## config.mk

```make
export PLATFORM = sky130hd
export DESIGN_NAME = transposed_buffer_reader9x4
export DESIGN_NICKNAME = d
export VERILOG_FILES = /design/src/rtl/tbuf_pkg.sv /design/src/rtl/tbuf_col_shadow.sv /design/src/rtl/transposed_buffer_reader9x4.sv
export SDC_FILE = /design/constraint.sdc
export NUM_CORES = 1
export LEC_CHECK = 0
export ABC_AREA = 0
export CAP_MARGIN = 5
export CORE_MARGIN = 2
export CORE_UTILIZATION = 45
export CTS_BUF_LIST = sky130_fd_sc_hd__clkbuf_4
export DETAILED_ROUTE_END_ITERATION = 12
export PLACE_DENSITY = 0.86
export SYNTH_ARGS = -nofsm -noshare
export SYNTH_HDL_FRONTEND = slang
export SYNTH_SLANG_ARGS = --single-unit
```

## constraint.sdc

```tcl
create_clock -name CLK -period 1.92 [get_ports CLK]
set_clock_uncertainty 0.2 [all_clocks]
set_input_delay 0.48 -clock CLK [delete_from_list [all_inputs] [get_ports CLK]]
set_output_delay 0.48 -clock CLK [all_outputs]
set_load 0.01 [all_outputs]
```

## src/rtl/tbuf_pkg.sv

```systemverilog
// Shared types and sizing for the 9x4 transposed line-buffer reader.
// The field-reversal helper serves the TBUF_READER_OLDEST_FIRST_EN build.
package tbuf_pkg;

  localparam int DATA_W    = 11;
  localparam int ROWS      = 9;
  localparam int COLS      = 4;
  localparam int COL_W     = ROWS * DATA_W;
  localparam int ROW_CNT_W = $clog2(ROWS);
  localparam int COL_IDX_W = $clog2(COLS);

  typedef enum logic {
    DRAIN_IDLE = 1'b0,
    DRAIN_FULL = 1'b1
  } drain_state_t;

  // Swap the order of the ROWS sample fields, so the oldest row lands in the MSBs.
  function automatic logic [COL_W-1:0] reverse_fields(input logic [COL_W-1:0] col);
    logic [COL_W-1:0] rev;
    rev = '0;
    for (int f = 0; f < ROWS; f++) begin
      rev[f*DATA_W +: DATA_W] = col[(ROWS-1-f)*DATA_W +: DATA_W];
    end
    return rev;
  endfunction

endpackage

```

## src/rtl/tbuf_col_shadow.sv

```systemverilog
// Shadow bank: captures all 4 buffer columns in 1 cycle, then muxes one out by col_idx.
// The TBUF_READER_OLDEST_FIRST_EN build reverses the row fields at capture time.
module tbuf_col_shadow
  import tbuf_pkg::*;
(
  input  logic                 clk,
  input  logic                 rst_n,
  input  logic                 capture,
  input  logic [COL_W-1:0]     col_in_0,
  input  logic [COL_W-1:0]     col_in_1,
  input  logic [COL_W-1:0]     col_in_2,
  input  logic [COL_W-1:0]     col_in_3,
  input  logic [COL_IDX_W-1:0] col_idx,
  output logic [COL_W-1:0]     col_out
);

  logic [COL_W-1:0] shadow [COLS];

  function automatic logic [COL_W-1:0] orient(input logic [COL_W-1:0] col);
`ifdef TBUF_READER_OLDEST_FIRST_EN
    return reverse_fields(col);
`else
    return col;
`endif
  endfunction

  always_ff @(posedge clk or negedge rst_n) begin
    if (!rst_n) begin
      for (int c = 0; c < COLS; c++) begin
        shadow[c] <= '0;
      end
    end else if (capture) begin
      shadow[0] <= orient(col_in_0);
      shadow[1] <= orient(col_in_1);
      shadow[2] <= orient(col_in_2);
      shadow[3] <= orient(col_in_3);
    end
  end

  assign col_out = shadow[col_idx];

endmodule

```

## src/rtl/transposed_buffer_reader9x4.sv

```systemverilog
// Row-write control and column read-out for the 9x4 transposed buffer; COL_VALID 2 cycles after the 9th row.
// Rows stall only at the 9th row while the shadow is busy; TBUF_READER_OLDEST_FIRST_EN reverses row order.
module transposed_buffer_reader9x4
  import tbuf_pkg::*;
(
  input  logic                 CLK,
  input  logic                 RST_ASYNC_N,
  input  logic                 ROW_VALID,
  output logic                 ROW_READY,
  output logic                 BUF_WRITE_EN,
  input  logic [COL_W-1:0]     COL_IN_0,
  input  logic [COL_W-1:0]     COL_IN_1,
  input  logic [COL_W-1:0]     COL_IN_2,
  input  logic [COL_W-1:0]     COL_IN_3,
  output logic [COL_W-1:0]     COL_OUT,
  output logic [COL_IDX_W-1:0] COL_IDX,
  output logic                 COL_VALID,
  input  logic                 COL_READY,
  output logic                 BLOCK_DONE
);

  logic [ROW_CNT_W-1:0] row_cnt;
  logic                 capture_pend;
  drain_state_t         drain_state;
  logic [COL_IDX_W-1:0] col_idx;
  logic                 block_done;

  logic row_last;
  logic row_fire;
  logic col_fire;
  logic last_col_fire;

  assign row_last      = (row_cnt == ROW_CNT_W'(ROWS-1));
  assign COL_VALID     = (drain_state == DRAIN_FULL);
  assign col_fire      = COL_VALID & COL_READY;
  assign last_col_fire = col_fire & (col_idx == COL_IDX_W'(COLS-1));
  // A closing row may fire alongside the last column; the capture lands one edge later.
  assign ROW_READY     = !(row_last && (COL_VALID || capture_pend) && !last_col_fire);
  assign row_fire      = ROW_VALID & ROW_READY;
  assign BUF_WRITE_EN  = row_fire;

  always_ff @(posedge CLK or negedge RST_ASYNC_N) begin
    if (!RST_ASYNC_N) begin
      row_cnt      <= '0;
      capture_pend <= 1'b0;
      drain_state  <= DRAIN_IDLE;
      col_idx      <= '0;
      block_done   <= 1'b0;
    end else begin
      block_done   <= last_col_fire;
      capture_pend <= row_fire & row_last;
      if (row_fire) begin
        row_cnt <= row_last ? '0 : row_cnt + ROW_CNT_W'(1);
      end
      if (capture_pend) begin
        drain_state <= DRAIN_FULL;
        col_idx     <= '0;
      end else if (last_col_fire) begin
        drain_state <= DRAIN_IDLE;
        col_idx     <= '0;
      end else if (col_fire) begin
        col_idx <= col_idx + COL_IDX_W'(1);
      end
    end
  end

  assign COL_IDX    = col_idx;
  assign BLOCK_DONE = block_done;

  tbuf_col_shadow u_shadow (
    .clk      (CLK),
    .rst_n    (RST_ASYNC_N),
    .capture  (capture_pend),
    .col_in_0 (COL_IN_0),
    .col_in_1 (COL_IN_1),
    .col_in_2 (COL_IN_2),
    .col_in_3 (COL_IN_3),
    .col_idx  (col_idx),
    .col_out  (COL_OUT)
  );

endmodule

```

==> Word level (Yosys, flattened, before mapping) <==
Cells that the tools add are included.
{ "totals": {"wordCells": 35, "regBits": 405, "out_inout_bits": 105} }
{ "op_classes": {"n_lt_le_gt_ge": 1, "reduce_logical": 7, "bitwise_logic": 5, "n_eq_ne": 2, "add_sub_neg": 2, "n_mux": 9} }
{ "op_table": {"columns": ["operator", "count"], "rows": [
  ["$bmux 99 s2", 1],
  ["$mux 99", 2],
  ["$mux 2", 3],
  ["$add 4x1->4 const B", 1],
  ["$and 1x1->1", 4],
  ["$eq 4x4->1 const B", 1],
  ["$mux 4", 1],
  ["$ge 3x3->1 const B", 1],
  ["$not 2->3", 1],
  ["$reduce_bool 3->1", 1],
  ["$add 2x1->2 const B", 1],
  ["$eq 2x2->1 const B", 1],
  ["$logic_and 1x1->1", 2],
  ["$logic_not 1->1", 2],
  ["$mux 1", 2],
  ["$reduce_bool 2->1", 1],
  ["$logic_or 1x1->1", 1]
]} }

==> Logic depth before layout (Yosys ltp) <==
{ "depth": {"word_depth": 7, "ltp_mapped": 5, "mapped_depth_nobuf": 5} }

==> Modules after synthesis <==
Synthesis repeated with hierarchy kept, for this count alone.
{ "hier_totals": {"cells_unflattened": 998, "hier_area_um2": 17406.7} }
{ "modules_own_cells": {"columns": ["mod", "cells_each", "area_each_um2", "n_inst", "seq_area_each_um2"], "rows": [
  ["tbuf_col_shadow", 957, 16957.5, 1, 9909.5],
  ["transposed_buffer_reader9x4", 41, 449.2, 1, 225.2]
]} }

==> Worst setup path after synthesis <==
Ideal clock, no wire load.
{ "synth_path": {"path_kind": "register to output", "start": "register col_idx[0] (netlist: COL_IDX[0])", "end": "output port COL_OUT[79]", "t_required_ns": 1.240, "path_buffers": 2, "path_slack_ns": -0.213, "arrival_time_ns": 1.453, "path_stages_with_launch": 4, "cell_sequence": "dfrtp_1 buf_2 buf_2 mux4_2"} }
{ "synth_between": {"elab_chain_cells": 4} }
{ "synth_lines": {"columns": ["element", "line", "text"], "rows": [
  ["start: declaration", "transposed_buffer_reader9x4.sv:25", "logic [COL_IDX_W-1:0] col_idx;"],
  ["start signal: assignment", "transposed_buffer_reader9x4.sv:62", "col_idx <= col_idx + COL_IDX_W'(1);"],
  ["$not 2->3 (not written as such)", "tbuf_col_shadow.sv:40", "assign col_out = shadow[col_idx];"],
  ["$bmux 99 s2", "tbuf_col_shadow.sv:40", null],
  ["$mux 99 (not written as such) (2 in a row)", "tbuf_col_shadow.sv:40", null],
  ["end: declaration", "transposed_buffer_reader9x4.sv:15", "output logic [COL_W-1:0] COL_OUT,"]
]} }
Every way passes these cells. The select of a mux whose other input is x is not followed.

==> Final worst setup path <==
{ "layout_path": {"start": "register col_idx[0] (netlist: COL_IDX[0])", "end": "output port COL_OUT[82]"} }
Same word-level chain as after synthesis.

==> results.sh <==
export IMPL_nets=2084
export IMPL_synth_area_mux_share=0.386
export IMPL_hp_start="COL_IN_1[65]"
export IMPL_status="finished, violations left"
export IMPL_placedCellCount=2054
export IMPL_cp_slowest_stage_delay_ps=550
export IMPL_ys_top_cells_by_count="dfrtp_1 (405), mux2_2 (396), mux4_2 (99), buf_2 (49), buf_4 (8)"
export IMPL_fp_coreArea_sq_um=38400
export IMPL_critPathMaxFanout=7
export IMPL_synth_top_area_share=0.583
export IMPL_numCtsBuffers=104
export IMPL_insertion_delay_ps=800
export IMPL_path_cells="buf_6 -> buf_12 -> buf_12 -> mux4_2 -> buf_6"
export IMPL_worstPathRequired_ps=1240
export IMPL_reg2reg_depth=7
export IMPL_max_freq_mhz=327
export IMPL_synth_area_per_cell_sq_um=17.4
export IMPL_grt_ovfl_total=0
export IMPL_critPathCaptureType="primary output"
export IMPL_hold_viol=0
export IMPL_dp_hpwl_um=33600
export IMPL_synth_most_common_cell="dfrtp_1"
export IMPL_post_route_period_util=1.59
export IMPL_htreeDepth=3
export IMPL_power_uw=32500
export IMPL_syn_inst=999
export IMPL_tightest_slew_ps=513
export IMPL_drv_cap=0
export IMPL_drtIter0Drc=361
export IMPL_synthXorXnorAreaFrac=0.000504
export IMPL_cts_num_sinks=405
export IMPL_drt_total_wl_um=49300
export IMPL_arrival_ps=2380
export IMPL_ir_drop_uv=964
export IMPL_seqPwrFrac=0.376
export IMPL_p_clk_frac=0.230
export IMPL_num_vias=11700
export IMPL_synthTopCellsByArea="dfrtp_1 (58%), mux2_2 (26%), mux4_2 (13%)"
export IMPL_clk_pin_slew_ps=80
export IMPL_rsz0062_at_grt="true"
export IMPL_place_ws_ps=-700
export IMPL_slowest_stage="mux4_2"
export IMPL_dieArea_sq_um=40200
export IMPL_die_y_um=201
export IMPL_period_minus_slack_ps=3060
export IMPL_internal_power_uw=23000
export IMPL_p_switching_uw=9540
export IMPL_criticalPathCategory="register to primary output"
export IMPL_grt_max_degree=79
export IMPL_wire_per_inst_um=21.7
export IMPL_synth_top_family_by_area="multiplexers"
export IMPL_synth_area_sq_um=17400
export IMPL_reg2reg_from="COL_IDX[0]"
export IMPL_ys_types=29
export IMPL_yosysWarnings=0
export IMPL_synth_fa_ha_area_frac=0.00216
export IMPL_antenna_left=0
export IMPL_setup_worst_path_end="COL_OUT[82]"
export IMPL_grt_use_total=0.249
export IMPL_synth_edf_count=0
export IMPL_synth_compound_area_frac=0.00317
export IMPL_io_pins=505
export IMPL_portBuffers=504
export IMPL_n_fill_cell=2530
export IMPL_num_rows=72
export IMPL_cp_start_kind="register"
export IMPL_first_pass_iters=4
export IMPL_p_leak_uw=0.0118
export IMPL_cts_tree="yes"
export IMPL_grt_pass1_wl_um=76800
export IMPL_p_per_area_nw_per_um2=1260
export IMPL_cts_max_path_buffers=3
export IMPL_hp_class="input pin to register"
export IMPL_timing_rr_end="row_cnt[1]"
export IMPL_drive_above_1_share=0.506
export IMPL_fin_cells=2278
export IMPL_die_w_um=201
export IMPL_drc=0
export IMPL_synthArstFlopShare=1.00
export IMPL_seq_area_frac_synth=0.583
export IMPL_first_global_vias=13500
export IMPL_antenna_found_initial=8
export IMPL_slew_violations=0
export IMPL_r2r_slack_ps=-320
export IMPL_synth_flop_cell="dfrtp_1"
export IMPL_fin_ws_ps=-1140
export IMPL_areaGrowthSynthToFinish_pct=47.9
export IMPL_synth_simple_area_share=0.00432
export IMPL_place_gp_congestion=0.882
export IMPL_violations="setup timing"
export IMPL_pwr_share_comb=0.394
export IMPL_ys_seq_elements=405
export IMPL_viasPerCell=5.16
export IMPL_yosysTopAreaCell="dfrtp_1"
export IMPL_cts_root_buf="clkbuf_4"
export IMPL_switching_share=0.294
export IMPL_finalSetupViolCount=107
export IMPL_synth_nets=1402
export IMPL_start_util=0.453
export IMPL_crit_path_start="COL_IDX[0]"
export IMPL_slew_headroom=0.657
-- cell type report --
class                           instances  area (sq um)  share of cell area
Tap cell                              518           648              0.0252
Sequential cell                       405         10100               0.395
Antenna cell                            8          20.0            0.000779
Clock inverter                         27           190             0.00740
Inverter                                3          11.3            0.000438
Timing Repair Buffer                  643          6660               0.259
Clock buffer                          150          1130              0.0438
Multi-Input combinational cell        524          6920               0.269
-- state kept, by name (all words and copies together), names as in the netlist --
register and count:
capture_pend 1, BLOCK_DONE 1, COL_VALID 1, COL_IDX 2, row_cnt 4, u_shadow.shadow 396
-- per-layer routing --
layer  track usage  share of wire  vias up
met2         0.426           0.52      423
li1              -              -     5170
met1         0.286           0.38     6033
met5             0        0.00026        -
met4         0.120          0.038        2
met3        0.0740          0.062      120
-- placed cells by master, fill, tap and decap left out, types with 2 or more instances in the layout --
cell | netlist | final
buf_2 | 49 | 22
clkbuf_4 | 0 | 150
buf_16 | 0 | 5
buf_12 | 0 | 22
mux4_2 | 99 | 99
dfrtp_1 | 405 | 402
dlygate4sd3_1 | 0 | 22
dfrtp_4 | 0 | 3
ha_1 | 3 | 2
nand3_1 | 3 | 3
clkdlybuf4s50_1 | 0 | 398
clkinv_1 | 0 | 16
inv_2 | 0 | 2
buf_8 | 0 | 15
clkinv_2 | 0 | 5
buf_6 | 1 | 92
mux2_2 | 396 | 396
nor2_1 | 4 | 4
diode_2 | 0 | 8
nand2_1 | 3 | 3
buf_4 | 8 | 67
inv_1 | 3 | 3
bufinv_16 | 0 | 3
-- timing repair --
| item | in CTS | in global routing |
|---|---|---|
| setup buffers | 11 | 4 |
| gates cloned | 5 | 0 |
| hold buffers | 22 | 0 |
| gates resized for setup | 555 | 28 |
| hold endpoints to repair | 425 | 0 |
| endpoints found under the setup margin | 369 | 107 |
| pin swaps | 1 | 1 |
-- per-stage QoR --
step / utilization / area (sq um) / hold slack [ps] / TNS (ps)
6_report: 0.670 / 25700 / 85.8 / -108930
5_1_grt: 0.670 / 25700 / 10.3 / -120830
4_1_cts: 0.667 / 25600 / 0.643 / -119030
3_5_place_dp: 0.619 / 23700 / 132 / -71340
3_3_place_gp: 0.619 / 23700 / 132 / -64320
2_1_floorplan: - / 17500 / -15.6 / -3810
-- kinds of logic after synthesis --
family                     count (synthesis)
AOI/OAI and AO/OA                          8
xor gates and xnor gates                   1
adders and majority gates                  3
buffers and inverters                     70
DFF                                      405
muxes                                    497
and+or+nand+nor                           15
-- critical path, delay by kind of cell, from the launching register on --
family,cells,cell delay [ps]
buffers and inverters,4,560
muxes,1,550
DFF,1,460
-- how the worst min path moves through the flow --
stage / to / slack (ps) / cells after the start
global route: u_shadow.shadow[198] / 10 / 2
detailed placement: u_shadow.shadow[50] / 130 / 1
global placement: u_shadow.shadow[50] / 130 / 1
floorplan: BLOCK_DONE / -20 / 0
CTS: u_shadow.shadow[174] / 0.6 / 2
finish: u_shadow.shadow[263] / 90 / 2
-- power by group through the flow --
stage / sequential, uW / clock, uW / combinational, uW
after floorplan: 11700 / 0 / 6540
after global placement: 12100 / 0 / 11600
after detailed placement: 12300 / 0 / 11800
after CTS: 12100 / 7680 / 12700
after global routing: 12400 / 8170 / 13500
final: 12200 / 7480 / 12800
No activity file was read; power rests on OpenSTA's default activity.
